**src/rtl/facto_engine.sv**
```systemverilog
// Iterative n! engine: one radix-2 shift-add multiply bit per cycle, one NEXT cycle per factor.
// Optional sticky overflow flag on port ovf is built only when FACTO_OVF_EN is defined.
module facto_engine #(
    parameter int OW = 16,
    parameter int RW = 128
) (
    input  logic                 clk,
    input  logic                 reset_n,
    input  logic                 op_clear,
    input  logic                 op_start,
    input  logic signed [OW-1:0] oper,
    output logic                 op_busy,
    output logic                 op_done,
    output logic                 op_err,
    output logic [RW-1:0]        result
`ifdef FACTO_OVF_EN
    ,
    output logic                 ovf
`endif
);

    localparam int CW = (OW > 1) ? $clog2(OW) : 1;

    typedef enum logic [1:0] {
        IDLE = 2'd0,
        MUL  = 2'd1,
        NEXT = 2'd2,
        DONE = 2'd3
    } state_t;

    state_t           state_q, state_d;
    logic [RW-1:0]    acc_q, acc_d;
    logic [RW-1:0]    result_q, result_d;
    logic [OW-1:0]    k_q, k_d;
    logic [RW+OW-1:0] part_q, part_d;
    logic [CW-1:0]    cnt_q, cnt_d;
    logic             err_q, err_d;
    logic             ovf_q, ovf_d;

    always_ff @(posedge clk or negedge reset_n) begin
        if (!reset_n) begin
            state_q  <= IDLE;
            acc_q    <= '0;
            result_q <= '0;
            k_q      <= '0;
            part_q   <= '0;
            cnt_q    <= '0;
            err_q    <= 1'b0;
            ovf_q    <= 1'b0;
        end else begin
            state_q  <= state_d;
            acc_q    <= acc_d;
            result_q <= result_d;
            k_q      <= k_d;
            part_q   <= part_d;
            cnt_q    <= cnt_d;
            err_q    <= err_d;
            ovf_q    <= ovf_d;
        end
    end

    // Clear overrides everything; a start is only honoured from IDLE or DONE.
    always_comb begin
        state_d  = state_q;
        acc_d    = acc_q;
        result_d = result_q;
        k_d      = k_q;
        part_d   = part_q;
        cnt_d    = cnt_q;
        err_d    = err_q;
        ovf_d    = ovf_q;

        if (op_clear) begin
            state_d  = IDLE;
            acc_d    = '0;
            result_d = '0;
            k_d      = '0;
            part_d   = '0;
            cnt_d    = '0;
            err_d    = 1'b0;
            ovf_d    = 1'b0;
        end else begin
            case (state_q)
                IDLE, DONE: begin
                    if (op_start) begin
                        ovf_d = 1'b0;
                        if (oper[OW-1]) begin
                            state_d  = DONE;
                            err_d    = 1'b1;
                            result_d = '0;
                        end else if (oper[OW-1:1] == '0) begin
                            state_d  = DONE;
                            err_d    = 1'b0;
                            result_d = RW'(1);
                        end else begin
                            state_d  = MUL;
                            acc_d    = RW'(1);
                            k_d      = $unsigned(oper);
                            part_d   = '0;
                            cnt_d    = '0;
                            err_d    = 1'b0;
                            result_d = '0;
                        end
                    end
                end
                MUL: begin
                    // part is wide enough to hold acc*k without losing any carry.
                    if (k_q[cnt_q])
                        part_d = part_q + ({{OW{1'b0}}, acc_q} << cnt_q);
                    cnt_d = cnt_q + CW'(1);
                    if (cnt_q == CW'(OW - 1)) begin
                        cnt_d   = '0;
                        state_d = NEXT;
                    end
                end
                NEXT: begin
                    acc_d  = part_q[RW-1:0];
                    part_d = '0;
                    cnt_d  = '0;
                    k_d    = k_q - OW'(1);
                    if (part_q[RW+OW-1:RW] != '0)
                        ovf_d = 1'b1;
                    if (k_q == OW'(2)) begin
                        result_d = part_q[RW-1:0];
                        state_d  = DONE;
                    end else begin
                        state_d = MUL;
                    end
                end
                default: state_d = IDLE;
            endcase
        end
    end

    assign op_busy = (state_q == MUL) || (state_q == NEXT);
    assign op_done = (state_q == DONE);
    assign op_err  = err_q;
    assign result  = result_q;

`ifdef FACTO_OVF_EN
    assign ovf = ovf_q;
`else
    logic unusedOvf;
    assign unusedOvf = ovf_q ^ ovf_d;
`endif

endmodule

```
**config.mk**
```make
export PLATFORM = sky130hd
export DESIGN_NAME = facto_engine
export DESIGN_NICKNAME = d
export VERILOG_FILES = /design/src/rtl/facto_engine.sv
export SDC_FILE = /design/constraint.sdc
export NUM_CORES = 1
export LEC_CHECK = 0
export BUFFER_PORTS_ARGS = -buffer_cell sky130_fd_sc_hd__buf_2
export CORE_ASPECT_RATIO = 1.75
export CORE_UTILIZATION = 30
export CTS_CLUSTER_DIAMETER = 120
export CTS_CLUSTER_SIZE = 24
export DETAILED_ROUTE_END_ITERATION = 8
export HOLD_SLACK_MARGIN = 0.12
export PLACE_DENSITY = 0.45
export SKIP_CTS_REPAIR_TIMING = 1
export SYNTH_ARGS = -nofsm -noshare
export SYNTH_HDL_FRONTEND = slang
export SYNTH_SLANG_ARGS = --single-unit
export TNS_END_PERCENT = 1
```
**constraint.sdc**
```tcl
create_clock -name clk -period 7.43 [get_ports clk]
set_clock_uncertainty 0.15 [all_clocks]
set_input_delay 0.743 -clock clk [delete_from_list [all_inputs] [get_ports clk]]
set_output_delay 0.743 -clock clk [all_outputs]
set_load 0.1 [all_outputs]
```
Yosys cells after proc, flatten, opt, wreduce, memory -nomap -nowiden:

Index checks and enable logic that the tools add are counted.

* bits in registers: 423
* bits in latches: 0
* bits in writable memories: 0
* memory bits (read-only): 0
* input bits: 20
* logic and storage cells: 77
* memories kept: 0

* add/subtract/negate cells: 3
* $mul: 0
* div/mod/pow operators: 0
* $lt $le $gt $ge: 1
* eq/ne operators: 11
* shift operators: 1
* mux-type cells: 41
* bitwise gates (word level): 0
* reductions and logical operators: 13

Operators by type and width (count)
* 128-bit 2-to-1 mux: 7
* 144-bit 2-to-1 mux: 5
* 128-bit case mux with 2 select lines: 2
* 144-bit case mux with 3 select lines: 1
* 144-bit adder: 1
* 128-bit by 4-bit left shift with 144-bit output: 1
* 16-bit 2-to-1 mux: 4
* 16-bit case mux with 2 select lines: 1
* 4-bit 2-to-1 mux: 5
* 3-bit inequality test (second input constant): 6
* 16-bit by 2-bit equality test with 1-bit output (second input constant): 1
* 16-bit by 1-bit subtractor with 16-bit output (second input constant): 1
* 15-bit zero test: 1
* 2-bit 2-to-1 mux: 6
* 4-bit case mux with 3 select lines: 1
* 4-bit AND reduction: 2
* 1-bit 2-to-1 mux: 7
* 2-bit case mux with 3 select lines: 1
* 3-bit AND reduction: 2
* 4-bit by 5-bit < comparator with 1-bit output (second input constant): 1
* 4-bit by 1-bit adder with 4-bit output (second input constant): 1
* 1-bit binary-select mux with 4-bit select: 1
* 2-bit equality test (second input constant): 2
* 4-bit equality test (second input constant): 1
* other kinds (7): 9

Logic depth before layout (Yosys ltp):

Gate-level depths: netlist of run 1.

* word-level depth: 6
* gate-level depth with buffers: 22
* gate-level depth less buffers: 18

Least setup slack after synthesis of run 1:

Ideal clock, no wire load.

* path kind: register to register
* start point: register cnt_q[0]
* end point: register part_q[122]
* library setup time: 0.124 ns
* data arrival time: 5.371 ns
* data required time: 7.156 ns
* slack: 1.785 ns
* cell stages (with the launch flop): 19
* period minus slack after synthesis: 5.645 ns
* path through: dfrtp_1 clkbuf_1 clkbuf_1 buf_1 mux4_2 mux4_2 ha_1 buf_2 a21oi_1 o31ai_2 a221oi_1 nand2_1 a41oi_1 a211oi_2 nor3b_1 o21ai_2 nand4_1 mux2_1 a211o_1

* cells in the longest elaborated chain, start to end: 5

Ends and longest elaborated chain
* start, declared: line 36 `logic [CW-1:0] cnt_q, cnt_d;`
* start signal, assigned: line 56 `cnt_q <= cnt_d;`
* 128-bit by 4-bit left shift with 144-bit output: line 109 `part_d = part_q + ({{OW{1'b0}}, acc_q} << cnt_q);`
* 144-bit adder: line 109
* 144-bit 2-to-1 mux: line 108 `if (k_q[cnt_q])`
* 144-bit case mux with 3 select lines: line 83 `case (state_q)`
* 144-bit 2-to-1 mux: line 73 `if (op_clear) begin`
* end signal, assigned: line 55 `part_q <= part_d;`
* end, declared: line 35 `logic [RW+OW-1:0] part_q, part_d;`

Parallel ways exist; a longest one is shown, timed or not. The select of a mux whose other input is x is not followed.
A chain may end at the register's enable or synchronous reset.

Worst setup path after layout of run 1:

* start point: register cnt_q[0]
* end point: register part_q[96]

The elaborated chain is that of the path after synthesis.

==> results of run 1 <==
worst max path at each step:
| stage | startpoint | end | slack, ps | depth (start not counted) |
|---|---|---|---|---|
| detailed placement | cnt_q[0]$_DFFE_PN0P_ | part_q[96]$_DFFE_PN0P_ | 170 | 14 |
| CTS | cnt_q[0]$_DFFE_PN0P_ | part_q[96]$_DFFE_PN0P_ | 130 | 14 |
| global placement | cnt_q[0]$_DFFE_PN0P_ | part_q[96]$_DFFE_PN0P_ | 130 | 14 |
| finish | cnt_q[0]$_DFFE_PN0P_ | part_q[96]$_DFFE_PN0P_ | 620 | 14 |
| floorplan | cnt_q[0]$_DFFE_PN0P_ | part_q[122]$_DFFE_PN0P_ | 1790 | 18 |
| global route | cnt_q[0]$_DFFE_PN0P_ | part_q[96]$_DFFE_PN0P_ | 390 | 14 |
metal layers:
metal  global-route usage (%)  vias up  wire length (um)
met5                        0        -                 0
met3                     1.51      199              3460
met2                     41.9      649             61300
met4                     9.11        0              4940
li1                         -    12400                 -
met1                     23.7    12900             41700
power by group through the flow:
stage | Clock (mW) | Combinational (mW) | Sequential (mW)
2_1_floorplan | 0 | 1.39 | 2.38
3_3_place_gp | 0 | 1.88 | 2.44
3_5_place_dp | 0 | 1.89 | 2.45
4_1_cts | 1.43 | 1.89 | 2.40
5_1_grt | 1.48 | 2.06 | 2.42
6_report | 1.35 | 1.86 | 2.40
layout by cell type, fill, tap and decap left out, types with 46 or more instances in the layout:
cell type / Yosys / layout
sky130_fd_sc_hd__dfrtp_1: 407 / 403
sky130_fd_sc_hd__xor2_1: 46 / 46
sky130_fd_sc_hd__nand4_1: 75 / 75
sky130_fd_sc_hd__nor2_1: 153 / 152
sky130_fd_sc_hd__xnor2_1: 67 / 67
sky130_fd_sc_hd__nand2_1: 689 / 689
sky130_fd_sc_hd__o21ai_0: 486 / 486
sky130_fd_sc_hd__mux2i_1: 50 / 50
sky130_fd_sc_hd__mux4_2: 198 / 198
sky130_fd_sc_hd__a21o_1: 62 / 61
sky130_fd_sc_hd__ha_1: 133 / 133
sky130_fd_sc_hd__inv_1: 60 / 60
sky130_fd_sc_hd__a21oi_1: 264 / 263
sky130_fd_sc_hd__buf_2: 29 / 149
flip-flops by register name, summed over array words and instances, names as in the netlist:
signal / cells
acc_q: 128
part_q: 128
result: 128
k_q: 16
cnt_q: 4
state_q: 2
op_err: 1
kinds of logic after synthesis:
family                     Yosys count  share of synthesized area (%)
AOI/OAI and AO/OA                 1078                           20.8
xor gates and xnor gates           113                           3.26
adders and majority gates          134                           5.55
buffers and inverters              314                           4.03
DFF                                407                           33.6
muxes                              258                           16.7
and+or+nand+nor                   1125                           16.1
layout make-up:
cell class                      instances  area share, %
Sequential cell                       407           31.1
Multi-Input combinational cell       2708           58.0
Tap cell                             1326           5.06
Inverter                               63          0.722
Clock buffer                           24           1.64
Timing Repair Buffer                  189           3.49
stage by stage:
stage | cell area [um^2] | setup slack [ps]
floorplan | 30300 | 1790
global placement | 32200 | 132
detailed placement | 32200 | 166
CTS | 32800 | 126
global route | 32800 | 388
finish | 32800 | 617
critical path, delay by kind of cell (launching register included):
family                   cells  cell delay [ps]
AO/OA/AOI/OAI                4             1700
AND/OR/NAND/NOR              5             1390
multiplexers                 2             1150
flip-flops                   1              990
adder cells (fa/ha/maj)      1              500
buffers and inverters        1              370
XOR/XNOR                     1              170
==> key figures, run 1 <==
Run status
  – Outcome: finished, violations left
  – Failing checks: design-rule violations

Yosys
  – Post-Syn Nets: about 3.6k
  – Count of unique library cells instantiated by Yosys: 84
  – Area share of the largest cell type after synthesis: about 34%
  – Cell with the most instances after synthesis: sky130_fd_sc_hd__nand2_1
  – Commonest cells post-synth: sky130_fd_sc_hd__nand2_1, sky130_fd_sc_hd__o21ai_0, sky130_fd_sc_hd__dfrtp_1
  – Fraction of registers with async set/reset: 100%
  – Share of synthesized area occupied by flip-flops and latches: approximately 34%
  – Primary FF master, synth: sky130_fd_sc_hd__dfrtp_1
  – Number of synthesized register bits: 407
  – Leading area contributor after synthesis: sky130_fd_sc_hd__dfrtp_1
  – Count of synthesis-stage warnings from yosys: 0
  – Instance count of the mapped netlist: 3429
  – Count of flip-flops with a built-in enable after synthesis: 0
  – Mean instance size in the synthesized netlist: ~8.9 um^2
  – Synth area leaders: sky130_fd_sc_hd__dfrtp_1, sky130_fd_sc_hd__mux4_2, sky130_fd_sc_hd__nand2_1
  – Mapped Area: 0.0303 mm^2

Clock network
  – Root Buffer Master: sky130_fd_sc_hd__clkbuf_16
  – Clock Sink Count: 407
  – TritonCTS clock tree: done
  – H-tree depth: 1
  – Number of buffers created by CTS: 20
  – Register clock-pin slew on the reported worst setup and hold paths: around 140 ps
  – Number of buffers on the longest clock path: 3
  – Clock latency at the later pin of the worst-skew pair: around 640 ps

Critical path
  – Crit path cell chain: buf_12 > mux4_2 > mux4_2 > ha_1 > nand2_1 > nor2_1 > nand2_1 > nor4_2 > nand3_1 > a2111oi_0 > a211oi_1 > o31ai_1 > xnor2_1 > o21ai_0
  – Crit path required time: 7780 ps
  – Setup CP Type: flop to flop
  – CP Max Fanout: 70
  – Delay contributed by the slowest stage of the critical path: 990 ps
  – Critical Path Source Type: flop
  – Beginning of the worst register-to-register path: cnt_q[0]$_DFFE_PN0P_
  – Capturing point of the worst reg2reg path: part_q[96]$_DFFE_PN0P_
  – FF-to-FF setup slack: 620 ps
  – Crit end category: flop
  – Worst r2r path cells: 14
  – Worst Path Arrival: 7160 ps
  – Master of the slowest instance on the critical path: sky130_fd_sc_hd__dfrtp_4

Routing
  – Total via count in the routed design: 26.2k
  – Initial DRC count: 1632
  – Routed wire length: 111000 um
  – Number of routed nets with antenna violations: 0
  – TritonRoute pass-1 iters: 7
  – Mean number of vias per cell: between 5 and 6
  – Number of remaining DRC errors: 1
  – Routed length per instance: 23.6 um

Finish
  – Layout Nets: 3543
  – Total of fill cells in the finished design: 10.6k
  – Final cell count without fillers: between 4k and 5k
  – Post-synthesis to final-layout area growth: 8.00%
  – Sequential cell area: 0.0102 mm^2
  – Final Util: between 30% and 40%
  – Area of the multi-input gates: 0.0190 mm^2
  – Number of diodes added for antenna fixing: 0
  – Share of final-layout standard cells stronger than drive strength 1: 13.6%

GRT
  – Overall track demand over capacity in global routing: 21.5%
  – Antenna violations before repair: 1
  – Maximum number of pins on one net before global-route repair: 154
  – Global-route wire length before repair: roughly 170000 um
  – Vias in the first global route: 27.0k
  – Remaining global-route overflow: 0

Power and ir drop
  – P_int: 3.27 mW
  – Leakage dissipation: ~13 nW
  – Fraction of power spent switching nets: 41.7%
  – Net switching component of the power: 2.34 mW
  – Sequential group share of total power: roughly 43%
  – Part of the power in the clock network: 24.1%
  – Logic gate share of total power: between 30% and 40%
  – Max IR drop VDD: 0.000228 V
  – Final Power: 5.61 mW
  – Pwr dens: 171 mW/mm^2

Floorplanning
  – Placeable Area: about 0.10 mm^2
  – Effective utilization at floorplan: 30.2%
  – Width of the die: about 240 um
  – Area of the die: 0.102 mm^2
  – Standard-cell rows: 154
  – Die height: 423 um
  – I/O pins: 151

Timing
  – Number of hold violations in the final report: 0
  – Final-report max-slew violation count: 0
  – Max-slew headroom: 25.3%
  – Sum Neg Setup Slack: 0 ps
  – Post-route minimum period: 6810 ps
  – Slew @ Worst Pin: roughly 1100 ps
  – RSZ-0062 raised after global routing: false
  – Highest achievable clock rate: 147 MHz
  – Total of endpoints with negative setup slack in the final report: 0
  – Hold slack final: around 280 ps
  – Final clock period utilization by the worst path: 91.7%

Worst hold path
  – Worst hold path endpoint: op_err$_DFFE_PN0P_
  – Worst Hold Launch: oper[15]
  – Class of the tightest hold or removal check: input port to flop
  – Instance count along the most critical hold path: 3

Placement
  – Total placed cells including tap cells: 4692
  – Half-perimeter wire length after detailed placement: 86700 um
  – Port-buffer cells: 150
  – Final weighted congestion of routability-driven global placement: between 0.9 and 1

Run
  – Max-capacitance violation count: 0
No activity file was read; power rests on OpenSTA's default activity.
==> run 2: changes to the inputs <==
--- a/config.mk
+++ b/config.mk
@@ -8,6 +8,7 @@
 export BUFFER_PORTS_ARGS = -buffer_cell sky130_fd_sc_hd__buf_2
 export CORE_ASPECT_RATIO = 1.75
 export CORE_UTILIZATION = 30
+export CTS_BUF_LIST = sky130_fd_sc_hd__clkbuf_16
 export CTS_CLUSTER_DIAMETER = 120
 export CTS_CLUSTER_SIZE = 24
 export DETAILED_ROUTE_END_ITERATION = 8
==> key figures, run 2 (same netlist as run 1, synthesis figures left out) <==
Critical path
  – Crit path required time: 7780 ps (about the same)
  – Crit end category: flop (unchanged)
  – CP Max Fanout: 70 (unchanged)
  – Worst Path Arrival: 7150 ps (was 7160 ps)
  – Critical Path Source Type: flop (unchanged)
  – Setup CP Type: flop to flop (unchanged)

Clock network
  – Clock latency at the later pin of the worst-skew pair: 640 ps (about the same)
  – Clock Sink Count: 407 (unchanged)
  – Register clock-pin slew on the reported worst setup and hold paths: 140 ps (about the same)
  – H-tree depth: 1 (unchanged)
  – TritonCTS clock tree: done (unchanged)
  – Number of buffers created by CTS: 20 (unchanged)
  – Root Buffer Master: sky130_fd_sc_hd__clkbuf_16 (unchanged)
  – Number of buffers on the longest clock path: 3 (unchanged)

Timing
  – Final-report max-slew violation count: 0 (unchanged)
  – Max-slew headroom: 25.3% (unchanged)
  – Final clock period utilization by the worst path: 91.5% (was 91.7%)
  – Sum Neg Setup Slack: 0 ps (unchanged)
  – RSZ-0062 raised after global routing: false (unchanged)
  – Highest achievable clock rate: 147 MHz (about the same)
  – Total of endpoints with negative setup slack in the final report: 0 (unchanged)
  – Post-route minimum period: 6800 ps (was 6810 ps)
  – Number of hold violations in the final report: 0 (unchanged)
  – Slew @ Worst Pin: 1120 ps (about the same)

GRT
  – Antenna violations before repair: 1 (unchanged)
  – Maximum number of pins on one net before global-route repair: 154 (unchanged)
  – Global-route wire length before repair: 171000 um (unchanged)
  – Vias in the first global route: 27.0k (unchanged)
  – Overall track demand over capacity in global routing: 21.5% (unchanged)
  – Remaining global-route overflow: 0 (unchanged)

Routing
  – Routed length per instance: 23.6 um (about the same)
  – TritonRoute pass-1 iters: 7 (unchanged)
  – Mean number of vias per cell: 5.54 (was 5.55)
  – Routed wire length: 111000 um (about the same)
  – Number of remaining DRC errors: 1 (unchanged)
  – Total via count in the routed design: 26.2k (about the same)
  – Initial DRC count: 1622 (was 1632)
  – Number of routed nets with antenna violations: 0 (unchanged)

Finish
  – Most frequent standard cell in the layout excluding fill and tap cells: sky130_fd_sc_hd__nand2_1 (unchanged)
  – Layout Nets: 3543 (unchanged)
  – Final cell count without fillers: 4717 (unchanged)
  – Area of the multi-input gates: 0.0190 mm^2 (unchanged)
  – Share of final-layout standard cells stronger than drive strength 1: 13.6% (unchanged)
  – Sequential cell area: 0.0102 mm^2 (unchanged)
  – Top library cells by usage in the layout, fill and taps aside: sky130_fd_sc_hd__nand2_1, sky130_fd_sc_hd__o21ai_0, sky130_fd_sc_hd__dfrtp_1 (unchanged)
  – Post-synthesis to final-layout area growth: 8.00% (unchanged)
  – Number of diodes added for antenna fixing: 0 (unchanged)
  – Total of fill cells in the finished design: 10.6k (unchanged)

Run status
  – Outcome: finished, violations left (unchanged)
  – Failing checks: design-rule violations (unchanged)

Floorplanning
  – Standard-cell rows: 154 (unchanged)
  – Effective utilization at floorplan: 30.2% (unchanged)
  – Area of the die: 0.102 mm^2 (unchanged)
  – Placeable Area: 0.100 mm^2 (unchanged)
  – Die height: 423 um (unchanged)
  – Width of the die: 242 um (unchanged)
  – I/O pins: 151 (unchanged)

Power and ir drop
  – Max IR drop VDD: 0.000227 V (was 0.000228 V)
  – Final Power: 5.60 mW (was 5.61 mW)
  – Leakage dissipation: 13.0 nW (about the same)
  – Pwr dens: 171 mW/mm^2 (about the same)

Placement
  – Total placed cells including tap cells: 4692 (unchanged)
  – Final weighted congestion of routability-driven global placement: 0.929 (unchanged)
  – Half-perimeter wire length after detailed placement: 86700 um (unchanged)
  – Port-buffer cells: 150 (unchanged)

Worst hold path
  – Class of the tightest hold or removal check: input port to flop (unchanged)

Run
  – Max-capacitance violation count: 0 (unchanged)
==> run 2: final cells by class <==
type / instances / area share (%)
clock buffer: 21 / 1.60
clock inverter: 3 / 0.0344
inverter: 63 / 0.722
multi-input combinational: 2708 / 58.0
sequential: 407 / 31.1
tap: 1326 / 5.06
timing repair buffer: 189 / 3.49
==> run 2: worst max-delay path, cell delays in order (launching register included) <==
cell and delay, ps:
sky130_fd_sc_hd__dfrtp_4 990, sky130_fd_sc_hd__buf_12 370, sky130_fd_sc_hd__mux4_2 670, sky130_fd_sc_hd__mux4_2 480, sky130_fd_sc_hd__ha_1 500, sky130_fd_sc_hd__nand2_1 130, sky130_fd_sc_hd__nor2_1 250, sky130_fd_sc_hd__nand2_1 150
sky130_fd_sc_hd__nor4_2 570, sky130_fd_sc_hd__nand3_1 280, sky130_fd_sc_hd__a2111oi_0 900, sky130_fd_sc_hd__a211oi_1 280, sky130_fd_sc_hd__o31ai_1 440, sky130_fd_sc_hd__xnor2_1 170, sky130_fd_sc_hd__o21ai_0 80
==> run 2: per-stage QoR <==
stage               worst slack [ps]  area [um^2]  utilization (%)  hold slack [ps]
floorplan                       1790        30300                -              296
global placement                 132        32200             32.1              309
detailed placement               166        32200             32.1              315
CTS                              126        32800             32.6             21.8
global route                     388        32800             32.6              284
finish                           628        32800             32.6              281
==> run 2: worst paths after layout <==
check                                                to  slack [ps]  cells past startpoint                    start
worst min register to register  result[106]$_DFFE_PN0P_         330                      2  result[106]$_DFFE_PN0P_
worst max-delay path             part_q[96]$_DFFE_PN0P_         630                     14     cnt_q[0]$_DFFE_PN0P_
max in group asynchronous         acc_q[73]$_DFFE_PN0P_        5140                      3                  reset_n
min in group asynchronous         result[4]$_DFFE_PN0P_         570                      2                  reset_n
worst min-delay path                 op_err$_DFFE_PN0P_         280                      3                 oper[15]
worst max register to register   part_q[96]$_DFFE_PN0P_         630                     14     cnt_q[0]$_DFFE_PN0P_
==> run 2: power breakdown <==
| part | internal (mW) | leakage, nW | switching [mW] |
|---|---|---|---|
| clock | 0.510 | 0.275 | 0.839 |
| sequential | 2.27 | 5.66 | 0.130 |
| combinational | 0.488 | 7.09 | 1.37 |
==> run 2: per-layer routing <==
metal,share of wire [%],GRT usage (%),vias to the layer above
met2,55,41.9,648
li1,-,-,12400
met5,0,0,-
met4,4.4,9.11,0
met1,37,23.7,12900
met3,3.1,1.51,199
==> run 3: changes to the inputs <==
--- a/config.mk
+++ b/config.mk
@@ -14,6 +14,7 @@
 export DETAILED_ROUTE_END_ITERATION = 8
 export HOLD_SLACK_MARGIN = 0.12
 export PLACE_DENSITY = 0.45
+export RECOVER_POWER = 50
 export SKIP_CTS_REPAIR_TIMING = 1
 export SYNTH_ARGS = -nofsm -noshare
 export SYNTH_HDL_FRONTEND = slang
==> key figures, run 3 (same netlist as run 1, synthesis figures left out) <==
Run status
  – Outcome: finished, violations left (unchanged)
  – Failing checks: design-rule violations, max-capacitance violations, max-slew violations (was design-rule violations)

Power and ir drop
  – Max IR drop VDD: 0.000226 V (was 0.000227 V)
  – Leakage dissipation: 12.4 nW (was 13.0 nW)
  – Pwr dens: 172 mW/mm^2 (was 171 mW/mm^2)

Placement
  – Standard cell area after detailed placement: 0.0322 mm^2 (unchanged)
  – Final weighted congestion of routability-driven global placement: 0.929 (unchanged)
  – Minimum setup slack after placement: 166 ps (unchanged)
  – Port-buffer cells: 150 (unchanged)
  – Half-perimeter wire length after detailed placement: 86700 um (unchanged)

Floorplanning
  – Die height: 423 um (unchanged)
  – I/O pins: 151 (unchanged)
  – Width of the die: 242 um (unchanged)
  – Standard-cell rows: 154 (unchanged)
  – Placeable Area: 0.100 mm^2 (unchanged)
  – Area of the die: 0.102 mm^2 (unchanged)
  – Effective utilization at floorplan: 30.2% (unchanged)

Critical path
  – FF-to-FF setup slack: 650 ps (was 630 ps)
  – Worst r2r path cells: 14 (unchanged)
  – Setup CP Type: flop to flop (unchanged)
  – Crit path required time: 7770 ps (was 7780 ps)
  – Beginning of the worst register-to-register path: cnt_q[0]$_DFFE_PN0P_ (unchanged)
  – Launch point of the worst path: cnt_q[0]$_DFFE_PN0P_ (unchanged)
  – Crit path cell chain: buf_12 > mux4_2 > mux4_2 > ha_1 > nand2_1 > nor2_1 > nand2_1 > nor4_2 > nand3_1 > a2111oi_0 > a211oi_1 > o31ai_1 > xnor2_1 > o21ai_0 (unchanged)
  – Master of the slowest instance on the critical path: sky130_fd_sc_hd__dfrtp_4 (unchanged)
  – Worst Path Arrival: 7120 ps (was 7150 ps)
  – Crit end category: flop (unchanged)
  – Delay contributed by the slowest stage of the critical path: 990 ps (about the same)
  – Critical Path Source Type: flop (unchanged)
  – CP Max Fanout: 70 (unchanged)

Finish
  – Post-synthesis to final-layout area growth: 7.35% (was 8.00%)
  – Most frequent standard cell in the layout excluding fill and tap cells: sky130_fd_sc_hd__nand2_1 (unchanged)
  – Number of diodes added for antenna fixing: 0 (unchanged)
  – Non-Filler Cell Area, Final: 0.0326 mm^2 (was 0.0328 mm^2)
  – Layout Nets: 3543 (unchanged)
  – Top library cells by usage in the layout, fill and taps aside: sky130_fd_sc_hd__nand2_1, sky130_fd_sc_hd__o21ai_0, sky130_fd_sc_hd__dfrtp_1 (unchanged)
  – Share of final-layout standard cells stronger than drive strength 1: 9.79% (was 13.6%)
  – Sequential cell area: 0.0102 mm^2 (unchanged)
  – Area of the multi-input gates: 0.0190 mm^2 (unchanged)
  – Total of fill cells in the finished design: 10.6k (about the same)

Timing
  – Highest achievable clock rate: 147 MHz (about the same)
  – Post-route minimum period: 6780 ps (was 6800 ps)
  – Sum Neg Setup Slack: 0 ps (unchanged)
  – Total of endpoints with negative setup slack in the final report: 0 (unchanged)
  – Crit path setup slack, layout: 650 ps (was 628 ps)
  – Slew @ Worst Pin: 3270 ps (was 1120 ps)
  – Final clock period utilization by the worst path: 91.2% (was 91.5%)
  – Final-report max-slew violation count: 325 (was 0)
  – RSZ-0062 raised after global routing: false (unchanged)
  – Hold slack final: 284 ps (was 281 ps)
  – Number of hold violations in the final report: 0 (unchanged)
  – Max-slew headroom: -118% (was 25.3%)

Clock network
  – H-tree depth: 1 (unchanged)
  – TritonCTS clock tree: done (unchanged)
  – Number of buffers on the longest clock path: 3 (unchanged)
  – Root Buffer Master: sky130_fd_sc_hd__clkbuf_16 (unchanged)
  – Clock Sink Count: 407 (unchanged)
  – Clock latency at the later pin of the worst-skew pair: 630 ps (was 640 ps)
  – Number of buffers created by CTS: 20 (unchanged)
  – Register clock-pin slew on the reported worst setup and hold paths: 130 ps (was 140 ps)

GRT
  – Remaining global-route overflow: 0 (unchanged)
  – Maximum number of pins on one net before global-route repair: 154 (unchanged)
  – Overall track demand over capacity in global routing: 21.5% (unchanged)
  – Global-route wire length before repair: 171000 um (unchanged)
  – Antenna violations before repair: 1 (unchanged)
  – Vias in the first global route: 27.0k (unchanged)

Routing
  – TritonRoute pass-1 iters: 7 (unchanged)
  – Initial DRC count: 1595 (was 1622)
  – Number of routed nets with antenna violations: 0 (unchanged)
  – Number of remaining DRC errors: 1 (unchanged)
  – Total via count in the routed design: 26.2k (about the same)
  – Routed length per instance: 23.6 um (about the same)
  – Routed wire length: 111000 um (about the same)
  – Mean number of vias per cell: 5.56 (was 5.54)

Worst hold path
  – Worst Hold Launch: oper[15] (unchanged)
  – Instance count along the most critical hold path: 3 (unchanged)
  – Class of the tightest hold or removal check: input port to flop (unchanged)

Run
  – Max-capacitance violation count: 4 (was 0)
-- run 3: changes by cell type in the layout (fill, tap and decap cells not counted) --
cell                       delta
sky130_fd_sc_hd__clkbuf_2     +2
sky130_fd_sc_hd__buf_12       -2
sky130_fd_sc_hd__buf_4        -2
sky130_fd_sc_hd__buf_2      -128
sky130_fd_sc_hd__clkbuf_1   +130
-- run 3: stage by stage --
stage	util (%)	power, mW	std cells
6_report	32.5	5.59	4717
5_1_grt	32.5	5.95	4717
3_3_place_gp	32.1	4.32	4692
4_1_cts	32.6	5.71	4716
2_1_floorplan	-	3.77	3429
3_5_place_dp	32.1	4.33	4692
-- run 3: critical path: cells and delay by family, from the launching register on --
kind	cells	cell delay, ps
multiplexers	2	1140
flip-flops	1	990
buffers and inverters	1	360
adder cells (fa/ha/maj)	1	490
AO/OA/AOI/OAI	4	1710
XOR/XNOR	1	170
AND/OR/NAND/NOR	5	1360
-- run 3: path summary, 6_finish.rpt --
check / to
max: part_q[96]$_DFFE_PN0P_
min: op_err$_DFFE_PN0P_
max reg2reg: part_q[96]$_DFFE_PN0P_
min reg2reg: result[106]$_DFFE_PN0P_
max in group asynchronous: acc_q[73]$_DFFE_PN0P_
min in group asynchronous: result[4]$_DFFE_PN0P_
-- run 3: power by group --
group          switching (mW)  total [mW]  internal, mW
combinational            1.36        1.85         0.485
sequential              0.129        2.40          2.27
clock                   0.835        1.35         0.510
-- run 3: cell type report --
cell class,instances,area share [%]
Inverter,63,0.726
Clock buffer,21,1.61
Tap cell,1326,5.09
Sequential cell,407,31.3
Multi-Input combinational cell,2708,58.3
Clock inverter,3,0.0346
Timing Repair Buffer,189,2.90
-- run 3: routing by layer --
| layer | global-route usage [%] | up-vias | wire length (um) |
|---|---|---|---|
| met3 | 1.51 | 203 | 3300 |
| met4 | 9.11 | 0 | 4960 |
| met5 | 0 | - | 0 |
| met1 | 23.7 | 13000 | 41600 |
| li1 | - | 12400 | - |
| met2 | 41.9 | 608 | 61500 |
